--- config.mk ---
export PLATFORM = sky130hd
export DESIGN_NAME = cpu_controller_flat
export DESIGN_NICKNAME = d
export VERILOG_FILES = /design/src/rtl/cpu_controller_if.sv /design/src/rtl/cpu_controller.sv /design/src/flat_wrapper.sv
export SDC_FILE = /design/constraint.sdc
export NUM_CORES = 1
export LEC_CHECK = 0
export CELL_PAD_IN_SITES_DETAIL_PLACEMENT = 1
export CELL_PAD_IN_SITES_GLOBAL_PLACEMENT = 1
export CORE_MARGIN = 5
export CORE_UTILIZATION = 30
export DETAILED_ROUTE_END_ITERATION = 10
export GPL_TIMING_DRIVEN = 0
export HOLD_SLACK_MARGIN = 0.12
export PLACE_DENSITY_LB_ADDON = 0.12
export SETUP_SLACK_MARGIN = 0.1
export SYNTH_ARGS = -nofsm -noshare
export SYNTH_HDL_FRONTEND = slang
export SYNTH_SLANG_ARGS = --single-unit
--- constraint.sdc ---
create_clock -name clk -period 5.2 [get_ports clk]
set_clock_uncertainty 0.2 [all_clocks]
set_input_delay 0.78 -clock clk [delete_from_list [all_inputs] [get_ports clk]]
set_output_delay 0.78 -clock clk [all_outputs]
set_load 0.02 [all_outputs]
--- src/rtl/cpu_controller_if.sv ---
// Control bundle between the instruction sequencer and the datapath:
// opcode/zero flow into the sequencer, strobes and debug phase flow out.
interface cpu_controller_if #(
  parameter int OPCODE_WIDTH = 3,
  parameter int PHASE_WIDTH  = 3
);
  logic [OPCODE_WIDTH-1:0] opcode;
  logic                    zero;
  logic                    sel;
  logic                    rd;
  logic                    ld_ir;
  logic                    ld_ac;
  logic                    ld_pc;
  logic                    inc_pc;
  logic                    wr;
  logic                    data_e;
  logic                    halt;
  logic [PHASE_WIDTH-1:0]  phase;

  modport master (
    input  opcode, zero,
    output sel, rd, ld_ir, ld_ac, ld_pc, inc_pc, wr, data_e, halt, phase
  );

  modport slave (
    output opcode, zero,
    input  sel, rd, ld_ir, ld_ac, ld_pc, inc_pc, wr, data_e, halt, phase
  );
endinterface

--- src/rtl/cpu_controller.sv ---
// Eight-phase instruction sequencer: every instruction takes 8 clocks,
// HLT freezes the sequencer in OP_ADDR until reset.
module cpu_controller #(
  parameter int OPCODE_WIDTH = 3,
  parameter int PHASE_WIDTH  = 3
) (
  input  logic                  clk,
  input  logic                  rst_n,
  cpu_controller_if.master      bus
);

  typedef enum logic [PHASE_WIDTH-1:0] {
    INST_ADDR, INST_FETCH, INST_LOAD, IDLE,
    OP_ADDR, OP_FETCH, ALU_OP, STORE
  } phase_e;

  typedef enum logic [OPCODE_WIDTH-1:0] {
    OP_HLT, OP_SKZ, OP_ADD, OP_AND, OP_XOR, OP_LDA, OP_STO, OP_JMP
  } opcode_e;

  phase_e  phase_q, phase_d;
  logic    halted_q, halted_d;
  opcode_e op;
  logic    is_aluop;

  logic sel, rd, ld_ir, ld_ac, ld_pc, inc_pc, wr, data_e, halt;

  assign op       = opcode_e'(bus.opcode);
  assign is_aluop = op inside {OP_ADD, OP_AND, OP_XOR, OP_LDA};

  // NOTE: state registers use non-blocking assignments so every flop samples
  // pre-edge values; reset is synchronous, so it lives inside the clocked branch.
  always_ff @(posedge clk) begin
    if (!rst_n) begin
      phase_q  <= INST_ADDR;
      halted_q <= 1'b0;
    end else begin
      phase_q  <= phase_d;
      halted_q <= halted_d;
    end
  end

  // NOTE: every output of this block gets a default first, so no path can
  // leave a signal unassigned and infer a latch.
  always_comb begin
    phase_d  = phase_q;
    halted_d = halted_q;
    sel      = 1'b0;
    rd       = 1'b0;
    ld_ir    = 1'b0;
    ld_ac    = 1'b0;
    ld_pc    = 1'b0;
    inc_pc   = 1'b0;
    wr       = 1'b0;
    data_e   = 1'b0;
    halt     = 1'b0;

    if (halted_q) begin
      halt = 1'b1;
    end else begin
      if (phase_q == OP_ADDR && op == OP_HLT) halted_d = 1'b1;
      else phase_d = phase_e'(phase_q + PHASE_WIDTH'(1));

      case (phase_q)
        INST_ADDR:  sel = 1'b1;
        INST_FETCH: begin sel = 1'b1; rd = 1'b1; end
        INST_LOAD, IDLE: begin
          sel   = 1'b1;
          rd    = 1'b1;
          ld_ir = 1'b1;
        end
        OP_ADDR:  inc_pc = 1'b1;
        OP_FETCH: rd = is_aluop;
        ALU_OP: begin
          rd     = is_aluop;
          inc_pc = (op == OP_SKZ) && bus.zero;
          ld_pc  = (op == OP_JMP);
          data_e = (op == OP_STO);
        end
        STORE: begin
          rd     = is_aluop;
          ld_ac  = is_aluop;
          ld_pc  = (op == OP_JMP);
          wr     = (op == OP_STO);
          data_e = (op == OP_STO);
        end
        default: ;
      endcase
    end
  end

  assign bus.sel    = sel;
  assign bus.rd     = rd;
  assign bus.ld_ir  = ld_ir;
  assign bus.ld_ac  = ld_ac;
  assign bus.ld_pc  = ld_pc;
  assign bus.inc_pc = inc_pc;
  assign bus.wr     = wr;
  assign bus.data_e = data_e;
  assign bus.halt   = halt;
  assign bus.phase  = phase_q;

endmodule

--- src/flat_wrapper.sv ---
// flat-port wrapper written by rule: the top's interface ports become plain ports
module cpu_controller_flat 
#(
  parameter int OPCODE_WIDTH = 3,
  parameter int PHASE_WIDTH  = 3
)
  (clk, rst_n, bus_opcode, bus_zero, bus_sel, bus_rd, bus_ld_ir, bus_ld_ac, bus_ld_pc, bus_inc_pc, bus_wr, bus_data_e, bus_halt, bus_phase);
  cpu_controller_if #(.OPCODE_WIDTH(OPCODE_WIDTH), .PHASE_WIDTH(PHASE_WIDTH)) bus_i ();
  input  logic clk;
  input  logic rst_n;
  input wire logic [$bits(bus_i.opcode)-1:0] bus_opcode;
  input wire logic [$bits(bus_i.zero)-1:0] bus_zero;
  output wire logic [$bits(bus_i.sel)-1:0] bus_sel;
  output wire logic [$bits(bus_i.rd)-1:0] bus_rd;
  output wire logic [$bits(bus_i.ld_ir)-1:0] bus_ld_ir;
  output wire logic [$bits(bus_i.ld_ac)-1:0] bus_ld_ac;
  output wire logic [$bits(bus_i.ld_pc)-1:0] bus_ld_pc;
  output wire logic [$bits(bus_i.inc_pc)-1:0] bus_inc_pc;
  output wire logic [$bits(bus_i.wr)-1:0] bus_wr;
  output wire logic [$bits(bus_i.data_e)-1:0] bus_data_e;
  output wire logic [$bits(bus_i.halt)-1:0] bus_halt;
  output wire logic [$bits(bus_i.phase)-1:0] bus_phase;
  assign bus_i.opcode = bus_opcode;
  assign bus_i.zero = bus_zero;
  assign bus_sel = bus_i.sel;
  assign bus_rd = bus_i.rd;
  assign bus_ld_ir = bus_i.ld_ir;
  assign bus_ld_ac = bus_i.ld_ac;
  assign bus_ld_pc = bus_i.ld_pc;
  assign bus_inc_pc = bus_i.inc_pc;
  assign bus_wr = bus_i.wr;
  assign bus_data_e = bus_i.data_e;
  assign bus_halt = bus_i.halt;
  assign bus_phase = bus_i.phase;
  cpu_controller #(.OPCODE_WIDTH(OPCODE_WIDTH), .PHASE_WIDTH(PHASE_WIDTH)) u_core (.clk(clk), .rst_n(rst_n), .bus(bus_i));
endmodule
---- After elaboration in Yosys (flattened, before gate mapping) ----
Cells that the tools add are included.
word-level totals
  flip-flop bits (word level) ............. 4
  latch bits .............................. 0
  memory bits (writable) .................. 0
  bits in read-only memories .............. 0
  input bits .............................. 6
  output and inout bits ................... 12
  memories ................................ 0
operators by class
  add/subtract/negate cells ............... 1
  $mul .................................... 0
  divide/modulo/power cells ............... 0
  magnitude comparators ................... 0
  eq/ne operators ......................... 14
  shifts and indexed selects .............. 0
  multiplexer cells ....................... 19
  bitwise operators ....................... 2
  reductions and logical operators ........ 11
operators by type and width
  kind                   number
  $eq A3 B3 Y1 const B   8
  $mux W1                17
  $eq A3 B2 Y1 const B   4
  $eq A3 B1 Y1 const B   2
  $logic_not A3 Y1       2
  $reduce_or A3 Y1       2
  $pmux W1 S2            2
  $reduce_bool A4 Y1     1
  $reduce_or A2 Y1       2
  $reduce_or A4 Y1       1
  $add A3 B1 Y3 const B  1
  $logic_and A1 B1 Y1    2
  $not A1 Y1             2
  $reduce_and A2 Y1      1

---- Logic depth before layout (Yosys ltp) ----
  depth in word-level cells ............... 4
  mapped depth ............................ 5
  depth with buffers taken out ............ 5

---- Least setup slack after synthesis ----
Ideal clock, no wire load.
  path type ............................... reg2out
  from .................................... register u_core.phase_q[0] (netlist: u_core.bus.phase[0])
  to ...................................... output bus_ld_pc
  arrival time ............................ 1.752 ns
  required time ........................... 4.220 ns
  setup slack ............................. 2.468 ns
  stages on the path, launching flop included .. 5
  buffers on the path ..................... 0
  cell sequence ........................... dfxtp_1 -> ha_1 -> ha_1 -> a21oi_1 -> nor4b_1
between the ends
  longest elaborated chain between the ends .. 4
  elaborated cells on any way between the ends .. 5
  classes of those cells .................. eq/ne: 2; mux: 2; reduce/logical: 1
ends and longest elaborated chain
  element                         line                  text
  start: declaration              cpu_controller.sv:21  phase_e phase_q, phase_d;
  start signal: assignment        cpu_controller.sv:38  phase_q <= phase_d;
  $eq A3 B3 Y1                    cpu_controller.sv:64  case (phase_q)
  $reduce_or A2 Y1 (no line) (*)  n/a
  $mux W1 (*)                     n/a
  $mux W1 (*)                     cpu_controller.sv:58  if (halted_q) begin
  end: declaration                flat_wrapper.sv:17    output wire logic [$bits(bus_i.ld_pc)-1:0] bus_ld_pc;
Mark *: on every way between the ends. The rest lies on a longest branch, timed or not.

---- Final worst setup path ----
  from .................................... input bus_opcode[2]
  to ...................................... output bus_rd
between the ends
  longest elaborated chain between the ends .. 4
  elaborated cells on any way between the ends .. 7
  classes of those cells .................. eq/ne: 4; mux: 2; reduce/logical: 1
ends and longest elaborated chain
  element                                              line                  text
  start: declaration                                   flat_wrapper.sv:11    input wire logic [$bits(bus_i.opcode)-1:0] bus_opcode;
  $eq A3 B2 Y1 / $eq A3 B3 Y1 (equally long branches)  cpu_controller.sv:29  assign is_aluop = op inside {OP_ADD, OP_AND, OP_XOR, OP_LDA};
  $reduce_bool A4 Y1 (*)                               cpu_controller.sv:29
  $pmux W1 S2 (*)                                      cpu_controller.sv:64
  $mux W1 (*)                                          cpu_controller.sv:58
  end: declaration                                     flat_wrapper.sv:14    output wire logic [$bits(bus_i.rd)-1:0] bus_rd;
Marks and branches as above.

==> results_dict.tcl <==
set metrics [dict create \
    drv_slew 0 \
    io_pins 18 \
    async_flop_share 0 \
    holdWs_ns 0.401 \
    synth.yosys.warnings 0 \
    initial_core_util 0.323 \
    dpl.cell_count 84 \
    cts_buffers 3 \
    leakagePower_nw 0.240 \
    fmax_mhz 284 \
    syn_area_per_cell_um2 8.03 \
    p_sw_frac 0.459 \
    finalWirelength_um 1140 \
    ir_drop_v 0.000196 \
    criticalPathCategory "in2out" \
    synth_top_area_share 0.206 \
    yosysMostFrequentCell "ha_1" \
    cts_hold_buf 0 \
    ant_nets 0 \
    drv_cap 0 \
    r2r-start "u_core.bus.phase[0]" \
    max_slew.worst_pin.slew_ns 0.585 \
    critical_path.max_fanout 4 \
    layout-drive-gt1-share 0.111 \
    path_clk_slew_ns 0.03 \
    status "complete, no violations" \
    synth_flop_cell "dfxtp_1" \
    grt_setup_unrepaired "no" \
    place.gp.congestion 0.691 \
    wl_per_cell_um 13.1 \
    die-area_mm2 0.00227 \
    start_kind "input port" \
    drt_iter0_drc 2 \
    grtUsageTotal 0.123 \
    clkLatencyLatePin_ns 0.23 \
    seq_power_share 0.169 \
    worstSetupEndpointType "output pin" \
    diodes 0 \
    clockBufferDepth 2 \
    cts.htree.levels 1 \
    core_mm2 0.00132 \
    hpwl_um 914 \
    area_growth_pct 47.4 \
    yosys-top-cells-count "7 x ha_1, 6 x a21oi_1, 4 x dfxtp_1, 3 x nor2_1" \
    cts_resized 0 \
    ys_ff_latch 4 \
    cts.sinks 4 \
    cts_tree "built" \
    fin_crit_sh 0.677 \
    clock_power_share 0.103 \
    first_pass_iters 4 \
    tns_ns 0 \
    root_buffer "clkbuf_4" \
    routed_via_density 5.28 \
    vias 459 \
    power_switching_uw 166 \
    port_buffers 16 \
    post_cts_buffers 0 \
    startpoint "bus_opcode[2]" \
    antenna_found_initial 0 \
    power_frac_comb 0.727 \
    grt_first_pass_wirelength_um 1960 \
    drc 0 \
    finalNetCount 87 \
    synth_edf_count 0 \
    syn-num-nets 66 \
    ys_types 31 \
    period_minus_slack_ns 3.52 \
    fp.dieW_um 47.7 \
    slew_headroom 0.609 \
    synth_top_cell_by_area "ha_1" \
    hold_viol 0 \
    grt_pass1_vias 488 \
    final_cells 87 \
    rows 13 \
    grt_overflow 0 \
    min_path_type "reg2reg" \
    ys_seq_area_frac 0.188 \
    syn_area_um2 425 \
    min_from "u_core.bus.phase[1]" \
    powerDensity_mw_per_mm2 578 \
    postSynthCellCount 53 \
    power.internal_uw 196 \
    grt_max_degree 11 \
    arrival_ns 2.54 \
    synthTopCellsByArea "ha_1 21%, dfxtp_1 19%, a21oi_1 7.1%" \
    n_fill_cell 165 \
    finalSetupViolations 0 \
    worst_ep_required_time_ns 4.22 \
    fp.dieH_um 47.7 \
]
-- layout make-up --
cell class	instances	area (µm²)	share of cell area
flip-flops and latches	4	80.1	0.128
clock buffers	3	22.5	0.0359
inverters	3	11.3	0.0180
well taps	15	18.8	0.0299
repair buffers	16	160	0.255
multi-input cells	43	320	0.511
plain buffers	3	13.8	0.0220
-- worst max-delay path, cell delays in order --
cell and delay, ns:
clkdlybuf4s50_1 0.56, xnor2_1 0.12, or3_1 0.31, o32ai_1 0.12, clkdlybuf4s50_1 0.65
-- metal layers --
layer | track usage | wire length [µm] | up-vias
met1 | 0.144 | 542 | 215
met2 | 0.203 | 548 | 8
met3 | 0.0113 | 52 | 0
li1 | - | - | 236
met4 | 0.0968 | 0 | 0
met5 | 0 | 0 | -
-- metrics by stage --
step                area (µm²)  setup slack [ns]  power, mW   util
finish                     627              1.68      0.363  0.476
global route               627              1.61      0.399  0.476
CTS                        627              1.68      0.369  0.476
detailed placement         604              1.67      0.328  0.459
global placement           604              1.68      0.327  0.459
floorplan                  425              2.47      0.223      -
-- registers in the layout, summed over array words and instances, names as in the netlist --
signal and flops:
u_core.bus.phase 3, u_core.halted_q 1
-- power groups by stage --
stage	combinational, mW	sequential (mW)	clock, mW
floorplan	0.150	0.0730	0
global placement	0.265	0.0618	0
detailed placement	0.266	0.0618	0
CTS	0.267	0.0616	0.0404
global route	0.292	0.0645	0.0433
finish	0.264	0.0615	0.0375
-- placed cells by master (no fill, tap or decap), types with 2 or more instances in the layout --
master,Yosys,layout
nor4b_1,2,2
inv_1,2,2
nor2_1,3,3
clkbuf_4,0,3
ha_1,7,7
clkdlybuf4s50_1,0,16
a21oi_1,6,6
a31oi_1,2,2
nand2_1,2,2
nand4_1,2,2
nor3_1,2,2
dfxtp_1,4,4
-- cell families (layout without fill, tap and decap cells) --
family	count (synthesis)	count (layout)	share of synthesized area
DFF	4	4	0.188
adders and majority gates	7	7	0.206
AOI/OAI and AO/OA	13	13	0.188
and+or+nand+nor	22	22	0.338
xor gates and xnor gates	1	1	0.0206
buffers and inverters	6	25	0.0588
-- worst paths after layout --
check | slack, ns | to | cells after the start
setup / recovery | 1.68 | bus_rd | 5
hold / removal | 0.40 | u_core.bus.phase[1] | 2
setup reg to reg | 3.32 | u_core.bus.phase[0] | 5
hold reg to reg | 0.40 | u_core.bus.phase[1] | 2
Power figures use the tool's default switching activity.
